<file path="config.mk">
export PLATFORM = sky130hd
export DESIGN_NAME = router_src_tx
export DESIGN_NICKNAME = d
export VERILOG_FILES = /design/src/rtl/router_src_tx.sv
export SDC_FILE = /design/constraint.sdc
export NUM_CORES = 1
export LEC_CHECK = 0
export CAP_MARGIN = 20
export CORE_MARGIN = 1.5
export CORE_UTILIZATION = 50
export CTS_CLUSTER_SIZE = 30
export DETAILED_ROUTE_END_ITERATION = 8
export DONT_BUFFER_PORTS = 1
export GPL_ROUTABILITY_DRIVEN = 1
export PLACE_DENSITY = 0.69
export SETUP_SLACK_MARGIN = 0.4
export SLEW_MARGIN = 40
export SYNTH_ARGS = -nofsm -noshare
export SYNTH_HDL_FRONTEND = slang
export SYNTH_SLANG_ARGS = --single-unit
</file>
<file path="constraint.sdc">
create_clock -name clock -period 4.5 [get_ports clock]
set_clock_uncertainty 0.1 [all_clocks]
set_input_delay 0.675 -clock clock [delete_from_list [all_inputs] [get_ports clock]]
set_output_delay 0.675 -clock clock [all_outputs]
set_load 0.1 [all_outputs]
</file>
<file path="src/rtl/router_src_tx.sv">
`default_nettype none
// ============================================================================
// Module   : router_src_tx
// Purpose  : Packet source for the 1x3 router. Buffers host payload bytes and
//            frames them as header / payload / parity, stalling on busy.
// Revision : 1.0 - initial release
// ============================================================================
module router_src_tx #(
    parameter int DEPTH    = 64,
    parameter int MAX_LEN  = 63,
    parameter int ERR_WAIT = 3
) (
    input  logic       clock,
    input  logic       reset,
    input  logic       ld_wr,
    input  logic [7:0] ld_data,
    output logic       ld_full,
    input  logic       start,
    input  logic [1:0] start_addr,
    input  logic [5:0] start_len,
    output logic       ready,
    output logic       cmd_err,
    output logic       done,
    output logic       pkt_err,
    output logic [7:0] data_in,
    output logic       pkt_valid,
    input  logic       busy,
    input  logic       error
);

    localparam int c_PTR_W  = $clog2(DEPTH);
    localparam int c_CNT_W  = c_PTR_W + 1;
    localparam int c_WCNT_W = (ERR_WAIT < 1) ? 1 : $clog2(ERR_WAIT + 1);
    localparam logic [c_CNT_W-1:0]  c_DEPTH    = c_CNT_W'(DEPTH);
    localparam logic [c_WCNT_W-1:0] c_ERR_WAIT = c_WCNT_W'(ERR_WAIT);

    localparam logic [2:0] c_IDLE    = 3'd0;
    localparam logic [2:0] c_HDR     = 3'd1;
    localparam logic [2:0] c_PAYLOAD = 3'd2;
    localparam logic [2:0] c_PARITY  = 3'd3;
    localparam logic [2:0] c_ERRWAIT = 3'd4;

    // Payload FIFO
    logic [7:0]         r_mem [DEPTH];
    logic [c_PTR_W-1:0] r_wr_ptr, r_rd_ptr;
    logic [c_CNT_W-1:0] r_count;
    logic               w_full, w_push, w_pop;
    logic [7:0]         w_head;

    // Framer state
    logic [2:0]          r_state, w_state_n;
    logic [7:0]          r_data, w_data_n;
    logic                r_valid, w_valid_n;
    logic                r_ready, w_ready_n;
    logic                r_cmd_err, w_cmd_err_n;
    logic                r_done, w_done_n;
    logic                r_pkt_err, w_pkt_err_n;
    logic [7:0]          r_parity, w_parity_n;
    logic [5:0]          r_len, w_len_n;
    logic [5:0]          r_rem, w_rem_n;
    logic                r_sticky, w_sticky_n;
    logic [c_WCNT_W-1:0] r_wcnt, w_wcnt_n;
    logic                w_cmd_bad;

    assign w_full = (r_count == c_DEPTH);
    assign w_push = ld_wr && !w_full;
    assign w_head = r_mem[r_rd_ptr];

    assign w_cmd_bad = (start_addr == 2'd3) || (start_len == 6'd0) ||
                       (32'(start_len) > 32'(r_count)) ||
                       (32'(start_len) > 32'(MAX_LEN));

    always_ff @(posedge clock) begin
        if (w_push) r_mem[r_wr_ptr] <= ld_data;
    end

    always_ff @(posedge clock) begin
        if (reset) begin
            r_wr_ptr <= '0;
            r_rd_ptr <= '0;
            r_count  <= '0;
        end else begin
            if (w_push) r_wr_ptr <= r_wr_ptr + c_PTR_W'(1);
            if (w_pop)  r_rd_ptr <= r_rd_ptr + c_PTR_W'(1);
            if (w_push && !w_pop)      r_count <= r_count + c_CNT_W'(1);
            else if (w_pop && !w_push) r_count <= r_count - c_CNT_W'(1);
        end
    end

    always_comb begin
        w_state_n   = r_state;
        w_data_n    = r_data;
        w_valid_n   = r_valid;
        w_ready_n   = r_ready;
        w_cmd_err_n = 1'b0;
        w_done_n    = 1'b0;
        w_pkt_err_n = r_pkt_err;
        w_parity_n  = r_parity;
        w_len_n     = r_len;
        w_rem_n     = r_rem;
        w_sticky_n  = r_sticky;
        w_wcnt_n    = r_wcnt;
        w_pop       = 1'b0;
        case (r_state)
            c_IDLE: begin
                w_ready_n = 1'b1;
                w_valid_n = 1'b0;
                w_data_n  = 8'd0;
                if (start) begin
                    if (w_cmd_bad) begin
                        w_cmd_err_n = 1'b1;
                    end else begin
                        w_len_n    = start_len;
                        w_ready_n  = 1'b0;
                        w_data_n   = {start_len, start_addr};
                        w_parity_n = {start_len, start_addr};
                        w_valid_n  = 1'b1;
                        w_state_n  = c_HDR;
                    end
                end
            end
            c_HDR: begin
                if (!busy) begin
                    w_data_n   = w_head;
                    w_pop      = 1'b1;
                    w_parity_n = r_parity ^ w_head;
                    w_rem_n    = r_len - 6'd1;
                    w_state_n  = c_PAYLOAD;
                end
            end
            c_PAYLOAD: begin
                if (!busy) begin
                    if (r_rem != 6'd0) begin
                        w_data_n   = w_head;
                        w_pop      = 1'b1;
                        w_parity_n = r_parity ^ w_head;
                        w_rem_n    = r_rem - 6'd1;
                    end else begin
                        w_data_n  = r_parity;
                        w_valid_n = 1'b0;
                        w_state_n = c_PARITY;
                    end
                end
            end
            c_PARITY: begin
                if (!busy) begin
                    w_data_n   = 8'd0;
                    w_valid_n  = 1'b0;
                    w_sticky_n = 1'b0;
                    w_wcnt_n   = c_ERR_WAIT;
                    w_state_n  = c_ERRWAIT;
                end
            end
            c_ERRWAIT: begin
                // Error seen on the final window cycle still counts for this packet
                w_sticky_n = r_sticky | error;
                if (r_wcnt == '0) begin
                    w_done_n    = 1'b1;
                    w_pkt_err_n = r_sticky | error;
                    w_ready_n   = 1'b1;
                    w_state_n   = c_IDLE;
                end else begin
                    w_wcnt_n = r_wcnt - c_WCNT_W'(1);
                end
            end
            default: w_state_n = c_IDLE;
        endcase
    end

    always_ff @(posedge clock) begin
        if (reset) begin
            r_state   <= c_IDLE;
            r_data    <= 8'd0;
            r_valid   <= 1'b0;
            r_ready   <= 1'b1;
            r_cmd_err <= 1'b0;
            r_done    <= 1'b0;
            r_pkt_err <= 1'b0;
            r_parity  <= 8'd0;
            r_len     <= 6'd0;
            r_rem     <= 6'd0;
            r_sticky  <= 1'b0;
            r_wcnt    <= '0;
        end else begin
            r_state   <= w_state_n;
            r_data    <= w_data_n;
            r_valid   <= w_valid_n;
            r_ready   <= w_ready_n;
            r_cmd_err <= w_cmd_err_n;
            r_done    <= w_done_n;
            r_pkt_err <= w_pkt_err_n;
            r_parity  <= w_parity_n;
            r_len     <= w_len_n;
            r_rem     <= w_rem_n;
            r_sticky  <= w_sticky_n;
            r_wcnt    <= w_wcnt_n;
        end
    end

    assign ld_full   = w_full;
    assign ready     = r_ready;
    assign cmd_err   = r_cmd_err;
    assign done      = r_done;
    assign pkt_err   = r_pkt_err;
    assign data_in   = r_data;
    assign pkt_valid = r_valid;

endmodule
`default_nettype wire

</file>
# [After elaboration in Yosys (flattened, before gate mapping)]
# Memories as Yosys holds them, arrays and structs flattened. A register that Yosys moved wholly into a read port is not among the register bits.
# Cells that the tools add are included.
[totals] ff_bits=58 latchBits=0 ram_bits=512 mem_bits_ro=0 inputBits=22 out_inout_bits=14 elab_cells=126 memories=1
[mem_list] memory="r_mem" depth=64 width=8 rd=1 rd_ports_with_merged_regs=1 wr=1 line_no="44" source="logic [7:0] r_mem [DEPTH];"
[op_classes] n_addsub=7 multipliers=0 n_div=0 magnitude_cmp=1 n_eq_ne=15 shifts=0 mux=50 bitwise=6 n_reduce_logical=31
[op_table] cell="8-bit two-way mux" count=11
[op_table] cell="8-bit one-hot mux with 4 select lines" count=1
[op_table] cell="6-bit two-way mux" count=5
[op_table] cell="8-bit one-hot mux with 3 select lines" count=1
[op_table] cell="3-bit two-way mux" count=7
[op_table] cell="2-bit inequality test (second input constant)" count=9
[op_table] cell="3-bit one-hot mux with 5 select lines" count=1
[op_table] cell="1-bit two-way mux" count=14
[op_table] cell="7-bit two-way mux" count=2
[op_table] cell="6-bit by 1-bit adder with 6-bit output (second input constant)" count=2
[op_table] cell="6-bit one-hot mux with 2 select lines" count=1
[op_table] cell="4-bit AND reduction" count=3
[op_table] cell="6-bit by 1-bit subtractor with 6-bit output (second input constant)" count=2
[op_table] cell="2-bit nonzero test" count=4
[op_table] cell="8-bit bitwise XOR" count=1
[op_table] cell="7-bit by 1-bit adder with 7-bit output (second input constant)" count=1
[op_table] cell="7-bit equality test (second input constant)" count=1
[op_table] cell="6-bit by 7-bit > comparator with 1-bit output" count=1
[op_table] cell="7-bit AND reduction" count=1
[op_table] cell="7-bit by 1-bit subtractor with 7-bit output (second input constant)" count=1
[op_table] cell="3-bit by 2-bit equality test with 1-bit output (second input constant)" count=2
[op_table] cell="6-bit logical NOT" count=1
[op_table] cell="1-bit one-hot mux with 2 select lines" count=3
[op_table] cell="2-bit AND reduction" count=3
[op_table] cell="other kinds (21)" count=32

# [Longest topological paths before layout]
[depth] ltp_word=7 ltp_mapped=16

# [Least setup slack after synthesis]
# Ideal clock, no wire load.
[synth_path] path_kind="register to register" start="register r_state[0]" end="register r_count[6]" setup_ps=121 arrival_ps=3197 setup_slack_ps=1082 stages_incl_launch_ff=17 n_path_buf=2 synth_period_minus_slack_ps=3418 cell_sequence="dfxtp_1 clkbuf_1 nand2b_1 a31oi_1 o211a_1 clkbuf_1 inv_1 ha_1 inv_1 ha_1 nor2b_1 o21ai_0 a21oi_1 o21a_1 or3_1 a21oi_1 mux2_2"
[synth_via] elab_chain_cells=5 word_cells_on_any_way=8
[synth_lines] element="start: declaration" line_no="51" source="logic [2:0] r_state, w_state_n;"
[synth_lines] element="start signal: assignment" line_no="172" source="r_state <= c_IDLE;"
[synth_lines] element="start signal: assignment" line_no="185" source="r_state <= w_state_n;"
[synth_lines] element="3-bit by 2-bit equality test with 1-bit output or 3-bit by 1-bit equality test with 1-bit output (tied branches)" line_no="104" source="case (r_state)"
[synth_lines] element="1-bit one-hot mux with 2 select lines (*)" line_no="104"
[synth_lines] element="1-bit logical NOT" line_no="85" source="if (w_push && !w_pop) r_count <= r_count + c_CNT_W'(1);"
[synth_lines] element="1-bit logical AND" line_no="85"
[synth_lines] element="7-bit two-way mux or 2-bit nonzero test (tied branches)"
[synth_lines] element="end signal: assignment" line_no="85"
[synth_lines] element="end signal: assignment" line_no="86" source="else if (w_pop && !w_push) r_count <= r_count - c_CNT_W'(1);"
[synth_lines] element="end: declaration" line_no="46" source="logic [c_CNT_W-1:0] r_count;"
# Mark *: on every way between the ends. The rest lies on a longest branch, timed or not.
# A chain may end at the register's enable or synchronous reset.

==> run summary <==
Status: completed
Share of cells above drive strength 1: 22.0%
Worst relative slew slack: 38.4%
First-pass DRT Iterations: 6
Antenna diode count: 0
EDFF count, synth: 512
Pwr/cell area: 497 nW/um^2
Yosys top cell by area: edfxtp_1
Largest net degree at the start of global routing: 65
CP Capture Type: flop
GRT Util Overall: 23.7%
Maximum vdd drop: 0.335 mV
Most numerous cell on the critical path: nor3_1
Slew Limit Fails: 0
RSZ-0062 raised after global routing: false
Mapped Area: 23300 um^2
Hold path start: reset
Hold WC Path Type: in -> reg
Post-synth top cells: edfxtp_1, nor2_1, mux4_2, dfxtp_1, a21oi_1
DRC: 0
Remaining Overflow, GRT: 0
Fin crit period: 3700 ps
Gpl congestion: 0.871
H-tree lvl count: 2
Vias in the first global route: 12600
IO Port Bufs: 0
DP Area: 24000 um^2
Floorplan core area: 45700 um^2
Max-cap viol count: 0
Final Hold Viols: 0
CP Cell Sequence: buf_12 -> mux4_2 -> o22ai_1 -> nor3_1 -> nor3_1 -> a21oi_1 -> a221o_1 -> a32o_1
Share of the synthesized area in the top cell type: 66.0%
Ys async rst share: 0%
Worst Path Arrival: 4100 ps
Row cnt: 78
Yosys reg bits: 576
CTS clk-pin slew, worst paths: 60 ps
Final ANT Viol Nets: 0
Leakage: 0.00812 uW
R2R Setup Slk: 800 ps
R2R Path End: data_in[0]$_SDFFE_PP0P_
I/O Pins: 36
Post-synth cell types: 64
CTS tree: yes
Worst path slowest cell: dfxtp_4
DP HPWL: 34800 um
Num Clock Sinks: 576
Final instance area: 26100 um^2
Sequential share of the synthesized area: 71.5%
Fin crit share: 82.2%
Initial DRC count: 1550
Die Wd: 219 um
Cells after synthesis: 1368
Most common cell in the netlist: edfxtp_1
Final nets: 1428
Avg WL per Cell: 27.2 um
CP max stage delay: 830 ps
Hold Path Stages: 1
Worst-path fanout max: 42
Setup bufs post-CTS: 0
Synth area leaders: edfxtp_1, mux4_2, dfxtp_1
Fillers: 3476
Initial core utilization: 51.0%
Synth Area per Inst: 17.0 um^2
Clock buffer count from CTS: 56
Worst Reg-to-Reg Cells: 8
Worst Hold End: pkt_err$_SDFFE_PP0P_
WS Path Type: reg -> reg
First-pass GRT wire length: 82600 um
Crit path required time: 4900 ps
Maximum clock path buffer count: 3
Worst-margin pin slew: 919 ps
Routed vias: 12800
Synth warn: 0
Total negative slack: 0 ps
Initial antenna violation count: 0
Fmax: 270 MHz
CTS root buffer: clkbuf_16
Worst-Skew Late Latency: 630 ps
Die Footprint: 47900 um^2
Setup violations, final: 0
Most used DFF post-synth: edfxtp_1
Vert. Die Dim: 219 um
Syn nets: 1407
Vias per inst: 6.31
CP Launch Type: flop
Area growth, synth to finish: 12.1%
# resized after CTS: 0
WL final: 55300 um
## registers in the layout, summed over array words and instances, names as in the netlist, 2 cells and up, named ones only
signal	count
r_mem	512
r_wr_ptr	6
r_rd_ptr	6
data_in	8
r_wcnt	2
r_state	3
r_rem	6
r_len	6
r_count	7
r_parity	8
## cell type report
cell class                 count  area, um^2  area share, %
sequential                   576       16700           63.9
tap                          600         751           2.87
inverter                      25        93.8          0.359
clock inverter                39         528           2.02
multi-input combinational    690        6250           23.9
timing repair buffer          40         370           1.42
clock buffer                  63        1450           5.55
## critical path: cells and delay by family (launching register included)
kind                   cells  cell delay [ps]
AOI/OAI and AO/OA          4             1010
buffers and inverters      1              370
DFF                        1              830
muxes                      1              590
and+or+nand+nor            2              590
## logic make-up after synthesis
logic type	after synthesis	synth area share (%)
fa+ha+maj	17	0.945
buf+inv	102	2.05
compound gates	198	5.87
xor+xnor	14	0.526
flops	576	71.5
simple gates	291	6.05
mux	170	13.1
## metrics by stage
step	util, %	instances	hold WS [ps]	power, uW	setup WS (ps)
2_1_floorplan	-	1368	337	7640	1080
3_3_place_gp	52.5	1926	346	8020	903
3_5_place_dp	52.7	1927	362	8070	927
4_1_cts	57.0	2031	1.73	13000	893
5_1_grt	57.2	2033	5.22	13400	613
6_report	57.2	2033	26.0	13000	802
## power by group
part	total, uW	switching [uW]	internal [uW]
sequential	6360	387	5980
combinational	1620	907	710
clock	5010	2010	3000
total	13000	3300	9690
## cell usage in the layout (no fill, tap or decap), types with 6 or more instances in the layout
master       n
mux2i_1     40
o22ai_1     13
nor2_1      94
clkinv_2    12
nor2_2      30
a22oi_1     21
dfxtp_1     47
o21ai_0     34
a211oi_1     7
buf_4       32
clkbuf_16   57
a21oi_1     43
nand2b_1    14
dfxtp_2     15
or3_1        9
xnor2_1      6
nand2_1     40
inv_1       25
nor2b_1     15
a31oi_1      7
mux2_2      24
clkinv_1     9
ha_1        16
xor2_1       8
bufinv_16   12
a221oi_1    19
nand3b_1     9
or2_2        6
edfxtp_1   512
nand3_1     17
nand4_1     10
clkbuf_1     6
mux4_2     105
nor3_1      20
## metal layers
metal	vias up	part of all wire (%)	global-route usage [%]
met4	0	2.9	7.67
met2	622	48	37.8
li1	5522	-	-
met1	6594	40	33.3
met5	-	0	0
met3	97	8.8	4.16
## timing repair
item,CTS,global route
endpoints found under the setup margin,0,0
hold buffers,2,1
endpoints found under the hold margin,4,1
## worst max path at each step
stage                     slack [ps]                       to
after floorplan                 1080  r_count[6]$_SDFFE_PP0P_
after global placement           900  data_in[3]$_SDFFE_PP0P_
after detailed placement         930  data_in[1]$_SDFFE_PP0P_
after CTS                        890  data_in[1]$_SDFFE_PP0P_
after global routing             610  r_count[6]$_SDFFE_PP0P_
final                            800  data_in[0]$_SDFFE_PP0P_
Power figures use the tool's default switching activity.
